## config.mk

```make
export PLATFORM = sky130hd
export DESIGN_NAME = cdp1802_dma_sequencer
export DESIGN_NICKNAME = d
export VERILOG_FILES = /design/src/rtl/cdp1802_pkg.sv /design/src/rtl/cdp1802_timing_gen.sv /design/src/rtl/cdp1802_dma_sequencer.sv
export SDC_FILE = /design/constraint.sdc
export NUM_CORES = 1
export LEC_CHECK = 0
export CAP_MARGIN = 20
export CORE_MARGIN = 1
export CORE_UTILIZATION = 42
export DETAILED_ROUTE_END_ITERATION = 6
export GPL_ROUTABILITY_DRIVEN = 0
export GPL_TIMING_DRIVEN = 0
export PLACE_DENSITY_LB_ADDON = 0.1
export SLEW_MARGIN = 20
export SYNTH_ARGS = -nofsm -noshare
export SYNTH_HDL_FRONTEND = slang
export SYNTH_SLANG_ARGS = --single-unit
export TNS_END_PERCENT = 1
```

## constraint.sdc

```tcl
create_clock -name clk_i -period 2.6 [get_ports clk_i]
set_clock_uncertainty 0.15 [all_clocks]
set_input_delay 0.52 -clock clk_i [delete_from_list [all_inputs] [get_ports clk_i]]
set_output_delay 0.52 -clock clk_i [all_outputs]
set_load 0.02 [all_outputs]
```

## src/rtl/cdp1802_pkg.sv

```systemverilog
// Shared state codes, default machine-cycle timing and the S-state decision rule
// for the CDP1802 DMA/interrupt sequencer.
package cdp1802_pkg;

    localparam logic [1:0] SC_FETCH = 2'd0;
    localparam logic [1:0] SC_EXEC  = 2'd1;
    localparam logic [1:0] SC_DMA   = 2'd2;
    localparam logic [1:0] SC_INT   = 2'd3;

    localparam int unsigned CYCLE_CLKS_DEF = 8;
    localparam int unsigned TPA_PHASE_DEF  = 1;
    localparam int unsigned TPB_PHASE_DEF  = 6;

    // Next machine cycle from the requests sampled at TPB. DMA beats interrupt; the
    // init cycle after reset may only go to S2 or S0.
    function automatic logic [1:0] sc_next(input logic [1:0] sc,
                                           input logic       init,
                                           input logic       dma,
                                           input logic       intr,
                                           input logic       idle,
                                           input logic       last);
        if (init) begin
            return dma ? SC_DMA : SC_FETCH;
        end
        unique case (sc)
            SC_FETCH: return SC_EXEC;
            SC_EXEC: begin
                if (dma)                return SC_DMA;
                else if (intr)          return SC_INT;
                else if (idle || !last) return SC_EXEC;
                else                    return SC_FETCH;
            end
            SC_DMA: begin
                if (dma)       return SC_DMA;
                else if (intr) return SC_INT;
                else if (idle) return SC_EXEC;
                else           return SC_FETCH;
            end
            SC_INT: return dma ? SC_DMA : SC_FETCH;
        endcase
    endfunction

endpackage

```

## src/rtl/cdp1802_timing_gen.sv

```systemverilog
// Machine-cycle phase counter with registered TPA/TPB pulses and a wrap strobe
// marking the last clock of each machine cycle.
module cdp1802_timing_gen #(
    parameter int unsigned CycleClks = 8,
    parameter int unsigned TpaPhase  = 1,
    parameter int unsigned TpbPhase  = 6,
    localparam int unsigned PW       = $clog2(CycleClks)
) (
    input  logic          clk_i,
    input  logic          rst_ni,
    input  logic          clock_en_i,
    output logic [PW-1:0] phase_o,
    output logic [PW-1:0] phase_next_o,
    output logic          wrap_o,
    output logic          tpa_o,
    output logic          tpb_o
);

    localparam logic [PW-1:0] LastPh = PW'(CycleClks - 1);
    localparam logic [PW-1:0] TpaPh  = PW'(TpaPhase);
    localparam logic [PW-1:0] TpbPh  = PW'(TpbPhase);

    logic [PW-1:0] phase_q, phase_d;
    logic          tpa_q, tpb_q;
    logic          wrap;

    assign wrap = clock_en_i && (phase_q == LastPh);

    always_comb begin
        phase_d = phase_q;
        if (clock_en_i) begin
            phase_d = wrap ? '0 : phase_q + PW'(1);
        end
    end

    // Pulses fire only on the clock a phase is entered, so a slow clock_en gives one-clock pulses.
    always_ff @(posedge clk_i) begin
        if (!rst_ni) begin
            phase_q <= '0;
            tpa_q   <= 1'b0;
            tpb_q   <= 1'b0;
        end else begin
            phase_q <= phase_d;
            tpa_q   <= clock_en_i && (phase_d == TpaPh);
            tpb_q   <= clock_en_i && (phase_d == TpbPh);
        end
    end

    assign phase_o      = phase_q;
    assign phase_next_o = phase_d;
    assign wrap_o       = wrap;
    assign tpa_o        = tpa_q;
    assign tpb_o        = tpb_q;

endmodule

```

## src/rtl/cdp1802_dma_sequencer.sv

```systemverilog
// CPU-side S0/S1/S2/S3 sequencer: arbitrates DMA-in/DMA-out/interrupt at cycle boundaries
// and runs the S2 memory transfer at R0 and the S3 interrupt-entry handshake.
module cdp1802_dma_sequencer
    import cdp1802_pkg::*;
#(
    parameter int unsigned CYCLE_CLKS = CYCLE_CLKS_DEF,
    parameter int unsigned TPA_PHASE  = TPA_PHASE_DEF,
    parameter int unsigned TPB_PHASE  = TPB_PHASE_DEF
) (
    input  logic        clk_i,
    input  logic        rst_ni,
    input  logic        clock_en_i,
    input  logic        dmao_n_i,
    input  logic        dmai_n_i,
    input  logic        int_n_i,
    input  logic        ie_i,
    input  logic        exec_last_i,
    input  logic        idle_i,
    input  logic [15:0] r0_i,
    input  logic [7:0]  dma_wdata_i,
    input  logic [7:0]  mem_rdata_i,
    output logic        tpa_o,
    output logic        tpb_o,
    output logic [1:0]  sc_o,
    output logic [15:0] mem_addr_o,
    output logic        mem_rd_o,
    output logic        mem_wr_o,
    output logic [7:0]  mem_wdata_o,
    output logic [7:0]  dma_rdata_o,
    output logic        r0_inc_o,
    output logic        int_ack_o,
    output logic        ie_clear_o
);

    localparam int unsigned   PW     = $clog2(CYCLE_CLKS);
    localparam logic [PW-1:0] LastPh = PW'(CYCLE_CLKS - 1);
    localparam logic [PW-1:0] TpaPh  = PW'(TPA_PHASE);
    localparam logic [PW-1:0] TpbPh  = PW'(TPB_PHASE);

    logic [PW-1:0] phase, phase_next;
    logic          wrap, tpa_strobe, tpb_strobe;

    cdp1802_timing_gen #(
        .CycleClks (CYCLE_CLKS),
        .TpaPhase  (TPA_PHASE),
        .TpbPhase  (TPB_PHASE)
    ) u_timing (
        .clk_i        (clk_i),
        .rst_ni       (rst_ni),
        .clock_en_i   (clock_en_i),
        .phase_o      (phase),
        .phase_next_o (phase_next),
        .wrap_o       (wrap),
        .tpa_o        (tpa_o),
        .tpb_o        (tpb_o)
    );

    assign tpa_strobe = clock_en_i && (phase == TpaPh);
    assign tpb_strobe = clock_en_i && (phase == TpbPh);

    logic [1:0]  sc_q, sc_d;
    logic        init_q, init_d;
    logic        dir_in_q, dir_in_d;
    logic        req_in_q, req_out_q, int_q, idle_q, last_q;
    logic [15:0] mem_addr_q;
    logic [7:0]  mem_wdata_q, dma_rdata_q;
    logic        mem_rd_q, mem_wr_q, r0_inc_q, int_ack_q;
    logic        mem_rd_d, mem_wr_d, r0_inc_d, int_ack_d;

    // Direction is chosen only at the wrap, so a request dropping mid-S2 cannot change it.
    always_comb begin
        sc_d     = sc_q;
        init_d   = init_q;
        dir_in_d = dir_in_q;
        if (wrap) begin
            sc_d     = sc_next(sc_q, init_q, req_in_q | req_out_q, int_q, idle_q, last_q);
            init_d   = 1'b0;
            dir_in_d = req_in_q;
        end
        mem_rd_d  = (sc_d == SC_DMA) && !dir_in_d &&
                    (phase_next >= PW'(2)) && (phase_next <= TpbPh);
        mem_wr_d  = (sc_d == SC_DMA) && dir_in_d && (phase_next == TpbPh);
        r0_inc_d  = clock_en_i && (sc_d == SC_DMA) && (phase_next == LastPh);
        int_ack_d = clock_en_i && (sc_d == SC_INT) && (phase_next == LastPh);
    end

    always_ff @(posedge clk_i) begin
        if (!rst_ni) begin
            sc_q        <= SC_EXEC;
            init_q      <= 1'b1;
            dir_in_q    <= 1'b0;
            req_in_q    <= 1'b0;
            req_out_q   <= 1'b0;
            int_q       <= 1'b0;
            idle_q      <= 1'b0;
            last_q      <= 1'b0;
            mem_addr_q  <= '0;
            mem_wdata_q <= '0;
            dma_rdata_q <= '0;
            mem_rd_q    <= 1'b0;
            mem_wr_q    <= 1'b0;
            r0_inc_q    <= 1'b0;
            int_ack_q   <= 1'b0;
        end else begin
            sc_q      <= sc_d;
            init_q    <= init_d;
            dir_in_q  <= dir_in_d;
            mem_rd_q  <= mem_rd_d;
            mem_wr_q  <= mem_wr_d;
            r0_inc_q  <= r0_inc_d;
            int_ack_q <= int_ack_d;
            if (tpb_strobe) begin
                req_in_q  <= !dmai_n_i;
                req_out_q <= !dmao_n_i;
                int_q     <= !int_n_i && ie_i;
                idle_q    <= idle_i;
                last_q    <= exec_last_i;
            end
            if (sc_q == SC_DMA && phase == '0) begin
                mem_addr_q <= r0_i;
            end
            if (sc_q == SC_DMA && dir_in_q && tpa_strobe) begin
                mem_wdata_q <= dma_wdata_i;
            end
            if (sc_q == SC_DMA && !dir_in_q && tpb_strobe) begin
                dma_rdata_q <= mem_rdata_i;
            end
        end
    end

    assign sc_o        = sc_q;
    assign mem_addr_o  = mem_addr_q;
    assign mem_rd_o    = mem_rd_q;
    assign mem_wr_o    = mem_wr_q;
    assign mem_wdata_o = mem_wdata_q;
    assign dma_rdata_o = dma_rdata_q;
    assign r0_inc_o    = r0_inc_q;
    assign int_ack_o   = int_ack_q;
    assign ie_clear_o  = int_ack_q;

endmodule

```

==> results of run 1 <==
[metrics by stage]
stage | hold slack (ns) | setup WS, ns | cell area [um^2] | util [%] | total power, mW
finish | 0.3045 | 0.3809 | 2932 | 66.41 | 1.416
global route | 0.3244 | 0.1098 | 2932 | 66.41 | 1.478
CTS | 0.3088 | 0.3965 | 2932 | 66.41 | 1.428
detailed placement | 0.2960 | 0.1247 | 2821 | 63.92 | 0.8948
global placement | 0.2915 | 0.1302 | 2821 | 63.92 | 0.8941
floorplan | 0.2816 | 0.7535 | 1946 | - | 0.8214
[power by group]
| group | switching (mW) | internal (mW) |
|---|---|---|
| Sequential | 0.00430 | 0.769 |
| Combinational | 0.0371 | 0.0671 |
| Clock | 0.252 | 0.287 |
[logic make-up after synthesis]
group / count (synthesis) / share of synthesized area [%]
and+or+nand+nor: 96 / 23.02
DFF: 50 / 51.45
AOI/OAI and AO/OA: 31 / 9.196
muxes: 18 / 9.260
buffers and inverters: 16 / 3.858
adders and majority gates: 5 / 3.215
[routing by layer]
| metal | wire, um | share of wire (%) | up-vias |
|---|---|---|---|
| met2 | 2037 | 45 | 55 |
| met4 | 65 | 1.4 | 0 |
| met5 | 0 | 0 | - |
| met1 | 2102 | 47 | 804 |
| li1 | - | - | 899 |
| met3 | 291 | 6.5 | 9 |
[Yosys cell counts]
master,instances,share of area [%]
sky130_fd_sc_hd__nor3_1,2,0.51
sky130_fd_sc_hd__nand2_1,43,8.3
sky130_fd_sc_hd__nor4bb_1,1,0.51
sky130_fd_sc_hd__a21oi_1,21,5.4
sky130_fd_sc_hd__clkbuf_2,2,0.51
sky130_fd_sc_hd__o221ai_1,1,0.45
sky130_fd_sc_hd__and3_1,3,0.96
sky130_fd_sc_hd__o21a_1,1,0.39
sky130_fd_sc_hd__or4_1,1,0.39
sky130_fd_sc_hd__and3b_1,1,0.45
sky130_fd_sc_hd__nand3b_1,3,1.2
sky130_fd_sc_hd__and4_1,1,0.45
sky130_fd_sc_hd__nor3b_1,3,1.2
sky130_fd_sc_hd__nor4_1,2,0.64
sky130_fd_sc_hd__nand2b_1,3,0.96
sky130_fd_sc_hd__a31oi_1,1,0.32
sky130_fd_sc_hd__nand3_1,2,0.51
sky130_fd_sc_hd__o41ai_1,1,0.45
sky130_fd_sc_hd__nand3_2,1,0.51
sky130_fd_sc_hd__mux2i_1,18,9.3
sky130_fd_sc_hd__inv_1,3,0.58
sky130_fd_sc_hd__or4b_1,1,0.51
sky130_fd_sc_hd__a211oi_1,3,1.2
sky130_fd_sc_hd__or2_2,2,0.64
sky130_fd_sc_hd__buf_2,1,0.26
sky130_fd_sc_hd__dfxtp_1,50,51
sky130_fd_sc_hd__clkinv_1,1,0.19
sky130_fd_sc_hd__clkbuf_1,6,1.2
sky130_fd_sc_hd__nor2_1,26,5.0
sky130_fd_sc_hd__and2_1,1,0.32
sky130_fd_sc_hd__ha_1,5,3.2
sky130_fd_sc_hd__o21bai_1,2,0.77
sky130_fd_sc_hd__buf_4,3,1.2
sky130_fd_sc_hd__o21ai_0,1,0.26
[worst paths after layout]
kind / to / slack [ns] / depth (start not counted)
worst min-delay path: mem_addr_o[11] / 0.30 / 2
worst max-delay path: r0_inc_o / 0.38 / 5
worst max register to register: r0_inc_o / 0.38 / 5
worst min register to register: mem_addr_o[11] / 0.30 / 2
[registers in the layout, indices dropped and copies added, names as in the netlist, 2 cells and up]
signal            flops
mem_addr_o           16
dma_rdata_o           8
sc_o                  2
mem_wdata_o           8
u_timing.phase_o      3
[cells in the final DEF (no fill, tap or decap), types with 2 or more instances in the layout]
cell type,netlist,routed
sky130_fd_sc_hd__ha_1,5,5
sky130_fd_sc_hd__o21bai_1,2,2
sky130_fd_sc_hd__inv_1,3,3
sky130_fd_sc_hd__buf_4,3,3
sky130_fd_sc_hd__nand3_1,2,2
sky130_fd_sc_hd__nor3_1,2,2
sky130_fd_sc_hd__clkbuf_1,6,7
sky130_fd_sc_hd__nor3b_1,3,3
sky130_fd_sc_hd__clkbuf_8,0,5
sky130_fd_sc_hd__a21oi_1,21,21
sky130_fd_sc_hd__a211oi_1,3,3
sky130_fd_sc_hd__or2_2,2,2
sky130_fd_sc_hd__clkdlybuf4s50_1,0,81
sky130_fd_sc_hd__clkbuf_2,2,2
sky130_fd_sc_hd__and3_1,3,3
sky130_fd_sc_hd__mux2i_1,18,18
sky130_fd_sc_hd__nand3b_1,3,3
sky130_fd_sc_hd__nand2b_1,3,3
sky130_fd_sc_hd__nand2_1,43,43
sky130_fd_sc_hd__nor4_1,2,2
sky130_fd_sc_hd__nor2_1,26,26
sky130_fd_sc_hd__dfxtp_1,50,50
[area by class of cell]
class	count	area (um^2)	area share [%]
flip-flops and latches	50	1001	34.14
multi-input cells	150	869.6	29.66
repair buffers	81	810.8	27.66
clock buffers	6	72.57	2.475
well taps	52	65.06	2.219
plain buffers	12	60.06	2.049
clock inverters	2	37.54	1.280
inverters	4	15.01	0.5122
[worst min-delay path, delay by kind of cell (launching register included)]
| family | cells | cell delay (ns) |
|---|---|---|
| flip-flops | 1 | 0.32 |
| AO/OA/AOI/OAI | 1 | 0.05 |
| AND/OR/NAND/NOR | 1 | 0.05 |
==> results list, run 1 <==
* Status: complete, no violations
- After synthesis, flip-flops and latches occupy 51.45% of the total area.
* Clock latency reported for the late side of the worst-skew pair: approximately 0.3 ns
- Post-route setup TNS: 0 ns
- Hold Violations, Final: 0
- CTS Buffer Depth: 2
* Resize count post-CTS: 0
- The die covers about 0.0049 mm^2.
- Global routing usage on met1: between 20% and 30%
- After the first detailed-routing iteration, the DRC count stood at 61.
- Maximum vdd drop: around 0.00033 V
- The setup path with the least slack is of type reg -> reg.
* Number of unique standard cell types used by synthesis: 34
* Clock tree root driver cell: sky130_fd_sc_hd__clkbuf_8
- Mean instance size in the synthesized netlist: around 9.0 um^2
- Via count: around 1800
* Wire length of the first global-routing pass: 7665 um
- TritonCTS built the clock tree.
* Peak fanout along the critical path: 6
- During synthesis, Yosys emitted a total of 0 warnings.
- Initial antenna violation count: 0
- The number of antenna diodes in the final layout is 0.
- Worst EP required: 2.60 ns
- In this run, post-CTS hold repair placed 0 buffers.
* Register bit total from synthesis: 50
- Nets@finish: 350
- Data arrives at the worst endpoint at between 2 and 2.5 ns.
* Detail-routed via count per cell: ~4.9
- The tightest min-delay check is of the reg -> reg type.
- The worst setup path is captured at a flip-flop.
* Highest Clock Rate: ~0.45 GHz
- After floorplanning, the core was sized to cover between 0.004 and 0.005 mm^2.
- Total of endpoints with negative setup slack in the final report: 0
* Share of post-route cells with drive strength above 1: approximately 5.2%
- After global routing, the most crowded layer is met2.
- Die X: approximately 70 um
- After floorplanning, the core was divided into 24 placement rows.
* Clock Sink Count: 50
* GRT Residual Overflow: 0
- Start point of the worst min-delay path: mem_addr_o[11]
- Count of input and output buffers: 81
- Cell area after synthesis: ~0.002 mm^2
* Largest net degree at the start of global routing: 16
* Final period demand of the worst path: between 2 and 2.5 ns
- Clock transition at the register clock pins on the worst setup and hold paths after CTS: around 0.090 ns
- Buffer count from post-CTS setup fixing: 0
- Worst max-slew margin expressed relative to the limit: 40.75%
* Antenna Nets Post-Route: 0
- Grouping stages by cell kind, the critical path spends the most delay in compound AO/OA/AOI/OAI gates.
- Cells along the critical path: ha_1 -> ha_1 -> nand2_1 -> o41ai_1 -> nor3_1
- In this run the static leakage power is 1.109 nW.
- Dividing the detail-routed wire length by the instance count gives between 10 and 15 um.
- In this run, placement finished with an instance count of ~350.
* Start point of the critical path: u_timing.phase_o[1]
- For this run, global-route usage on met2 was measured as a little under a third.
- After detailed routing, the total wire length is 4495 um.
- For the pin with the worst max-slew slack, the measured transition is between 0.8 and 0.9 ns.
* Number of global-route vias before repair: approximately 1700
- When the netlist entered floorplanning its net count stood at about 260.
- For this design the ratio of total power to cell area is between 400 and 500 mW/mm^2.
- Grt met3 use: roughly 5.3%
* Number of CTS-inserted buffers: 5
* Layout Cells excl Fill: approximately 360
* Half-perimeter wire length after detailed placement: 3254 um
* Final-layout fill cell count: approximately 400
* Effective utilization at floorplan: about 44%
- Worst R2R Start: u_timing.phase_o[1]
* Cell count after synthesis: 216
- Critical Path Slowest Stage Cell: sky130_fd_sc_hd__o41ai_1
- Height of the die: 70.06 um
* Max Transition Viols Final: 0
* I/O Pins: slightly above 80
* Buf+Inv Stages, Crit Path: 0
- The worst path uses between 80 and 90% of the clock period.
* Overall track demand over capacity in global routing: roughly a fifth
- DRC: 0
- Most Frequent Cell on Critical Path: sky130_fd_sc_hd__ha_1
* CP Launch Type: flip-flop
- Number of detailed-route iterations in the first pass: 4
- Max-cap violation count: 0
- For this run, the slowest stage of the critical path takes ~0.81 ns.
- Setup repair after global routing left no endpoint under its margin.
- Post-synthesis to final-layout area growth: 50.68%
- The H-tree generated during clock tree synthesis spans 2 levels.
(Power assumes the default switching activity.)
==> inputs of run 2 (changes only) <==
- CORE_UTILIZATION: 42 -> 40
==> results list, run 2 (synthesized netlist as in run 1, its figures left out) <==
- Status: complete, no violations
* Largest net degree at the start of global routing: 15 (-1)
* Switching Power: 0.2846 mW (-3.0%)
- The starting density of the core came to 41.47% (-2.6 points).
- Relative to the synthesized area, the layout overhead comes to 49.84%.
* Overall track demand over capacity in global routing: 18.15% (-1.4 points)
- Core Box Area: 0.004692 mm^2 (+6.3%)
- DRC: 0 (unchanged)
* Maximum vdd drop: 0.0002570 V (-22%)
* Total detailed-routing wirelength: 4451 um (-0.98%)
- The number of nets with antenna violations after detailed routing came to 0 (unchanged).
- The clock transition time at the flip-flop clock pins of the worst setup and hold paths was 0.09 ns (about the same).
* Endpoint class of the critical path: flip-flop
- Worst max-slew margin expressed relative to the limit: 42.47% (+1.7 points)
- Detail-routed via count per cell: 4.872 (-1.6%)
* Hold WS: 0.3065 ns (+0.002043 ns)
* Die Outline Area: 0.005147 mm^2 (+4.9%)
- The number of DRC markers after the initial detailed-route iteration came to 46 (-25%).
- Final-layout fill cell count: 422 (+6.0%)
- The wire length of the first global-routing pass came to 7334 um (-4.3%).
* Peak fanout along the critical path: 6 (unchanged)
- Flip-flop count of the largest register, all copies and words added: 16 (unchanged)
- Clock Sink Count: 50 (unchanged)
* Setup repair after global routing missed its margin: no
* Clock tree root driver cell: sky130_fd_sc_hd__clkbuf_8
* Number of H-tree levels: 2 (unchanged)
- WL per Instance: 12.40 um (-1.5%)
* Nets@finish: 350 (unchanged)
- Cell internal power dissipation: 1.050 mW (-6.4%)
- Clock latency reported for the late side of the worst-skew pair: 0.30 ns (about the same)
- The number of rows created at floorplan came to 25 (+4.2%).
- Final worst path period share: 85.89% (+0.54 points)
- TritonCTS built the clock tree.
- Least-Margin Pin Slew: 0.8518 ns (-0.02548 ns)
- Post-route setup TNS: 0 ns (unchanged)
- Number of global-route vias before repair: 1598 (-4.3%)
- Count of input and output buffers: 81 (unchanged)
- Number of detailed-route iterations in the first pass: 4 (unchanged)
- The required time of the critical path is 2.60 ns (about the same).
* Sw Ratio: 21.31% (+0.59 points)
- Share of post-route cells with drive strength above 1: 5.246% (unchanged)
* Half-perimeter wire length after detailed placement: 3215 um (-1.2%)
- Leaving out fill and tap cells, the most frequent cell in the layout is sky130_fd_sc_hd__clkdlybuf4s50_1.
- Part of the total power dissipated in sequential elements: 57.9% (+3.3 points)
- Total of endpoints with negative setup slack in the final report: 0 (unchanged)
- Highest Clock Rate: 0.4478 GHz (-0.63%)
* Die X: 71.74 um (+2.4%)
- P_leak: 1.106 nW (-0.29%)
* Crit path arrival time: 2.23 ns (about the same)
- Resize count post-CTS: 0 (unchanged)
- STA classifies the critical path startpoint as a flip-flop.
- The final antenna diode count came to 0 (unchanged).
- Hold buffers post-CTS: 0 (unchanged)
* Min-Delay Path Class: reg -> reg
* Height of the die: 71.74 um (+2.4%)
* GRT Residual Overflow: 0 (unchanged)
- The number of clock buffers inserted by TritonCTS came to 5 (unchanged).
- The critical path is of the reg -> reg type.
- Cell Pwr Density: 457.9 mW/mm^2 (-5.2%)
* Commonest non-fill, non-tap cells in the layout: 81 x sky130_fd_sc_hd__clkdlybuf4s50_1, 50 x sky130_fd_sc_hd__dfxtp_1, 43 x sky130_fd_sc_hd__nand2_1, 26 x sky130_fd_sc_hd__nor2_1, 21 x sky130_fd_sc_hd__a21oi_1
* Max Transition Viols Final: 0 (unchanged)
- Via count: 1749 (-1.0%)
* Clock network fraction of total power: 34.3% (-3.8 points)
* Initial antenna violation count: 0 (unchanged)
* Combinational share of power: 7.8% (+0.4 points)
- Hold Violations, Final: 0 (unchanged)
* CTS Buffer Depth: 2 (unchanged)
* I/O Pins: 82 (unchanged)
- Max-cap violation count: 0 (unchanged)
- Buffer count from post-CTS setup fixing: 0 (unchanged)
- The shortest period the worst path allows came to 2.233 ns (+0.01404 ns).
## run 2: changes by cell type in the layout (fill, tap and decap cells not counted)
cell,change
sky130_fd_sc_hd__clkbuf_8,+1
sky130_fd_sc_hd__bufinv_16,-1
sky130_fd_sc_hd__clkinvlp_4,-1
sky130_fd_sc_hd__clkinv_2,+1
## run 2: worst paths after layout
path	from	endpoint	slack, ns	cells past startpoint
max reg2reg	u_timing.phase_o[0]	mem_rd_o	0.37	5
min reg2reg	mem_addr_o[0]	mem_addr_o[0]	0.31	2
max	u_timing.phase_o[0]	mem_rd_o	0.37	5
min	mem_addr_o[0]	mem_addr_o[0]	0.31	2
## run 2: power groups by stage
stage	sequential (mW)	clock, mW	combinational [mW]
finish	0.773	0.458	0.104
global route	0.774	0.502	0.113
CTS	0.773	0.479	0.105
detailed placement	0.791	0	0.104
global placement	0.791	0	0.103
floorplan	0.791	0	0.0302
## run 2: worst max-delay path, cell delays in order, from the launching register on
cell,delay [ns]
sky130_fd_sc_hd__dfxtp_1,0.44
sky130_fd_sc_hd__ha_1,0.19
sky130_fd_sc_hd__ha_1,0.22
sky130_fd_sc_hd__nand2_1,0.16
sky130_fd_sc_hd__o41ai_1,0.79
sky130_fd_sc_hd__nor4_1,0.13
## run 2: through the flow
stage          area, um^2  total power [mW]  std cells  setup WS, ns  util (%)
2_1_floorplan        1946            0.8214        216        0.7535         -
6_report             2915             1.335        359        0.3669     62.13
3_3_place_gp         2824            0.8940        351        0.1226     60.19
4_1_cts              2915             1.357        359        0.3684     62.13
3_5_place_dp         2824            0.8947        351        0.1283     60.19
5_1_grt              2915             1.389        359        0.1474     62.13
## run 2: layout make-up
type | count | area, um^2 | area share, %
sequential | 50 | 1001 | 34.33
multi-input combinational | 150 | 869.6 | 29.83
timing repair buffer | 81 | 810.8 | 27.81
clock buffer | 7 | 86.33 | 2.961
tap | 54 | 67.56 | 2.318
buffer | 12 | 60.06 | 2.060
inverter | 4 | 15.01 | 0.5150
clock inverter | 1 | 5.005 | 0.1717
## run 2: metal layers
metal  global-route usage, %  part of all wire (%)
met5                       0                     0
met4                   9.586                   2.0
met3                   5.063                   5.9
met1                   23.67                    48
met2                   27.36                    44
==> inputs of run 3 (changes only) <==
--- a/config.mk
+++ b/config.mk
@@ -6,5 +6,4 @@
 export NUM_CORES = 1
 export LEC_CHECK = 0
-export CAP_MARGIN = 20
 export CORE_MARGIN = 1
 export CORE_UTILIZATION = 40
==> constraint.sdc (replaced) <==
create_clock -name clk_i -period 2.6 [get_ports clk_i]
set_clock_uncertainty 0.15 [all_clocks]
set_input_delay 0.78 -clock clk_i [delete_from_list [all_inputs] [get_ports clk_i]]
set_output_delay 0.78 -clock clk_i [all_outputs]
set_load 0.02 [all_outputs]
==> results of run 3 <==
The final DEF is identical to that of run 2. Status: complete, no violations.
Among the figures that moved: setup slack after placement 0.1283 ns -> -0.1317 ns; setup slack after layout 0.3669 ns -> 0.1785 ns; start point of the critical path u_timing.phase_o[0] -> clock_en_i
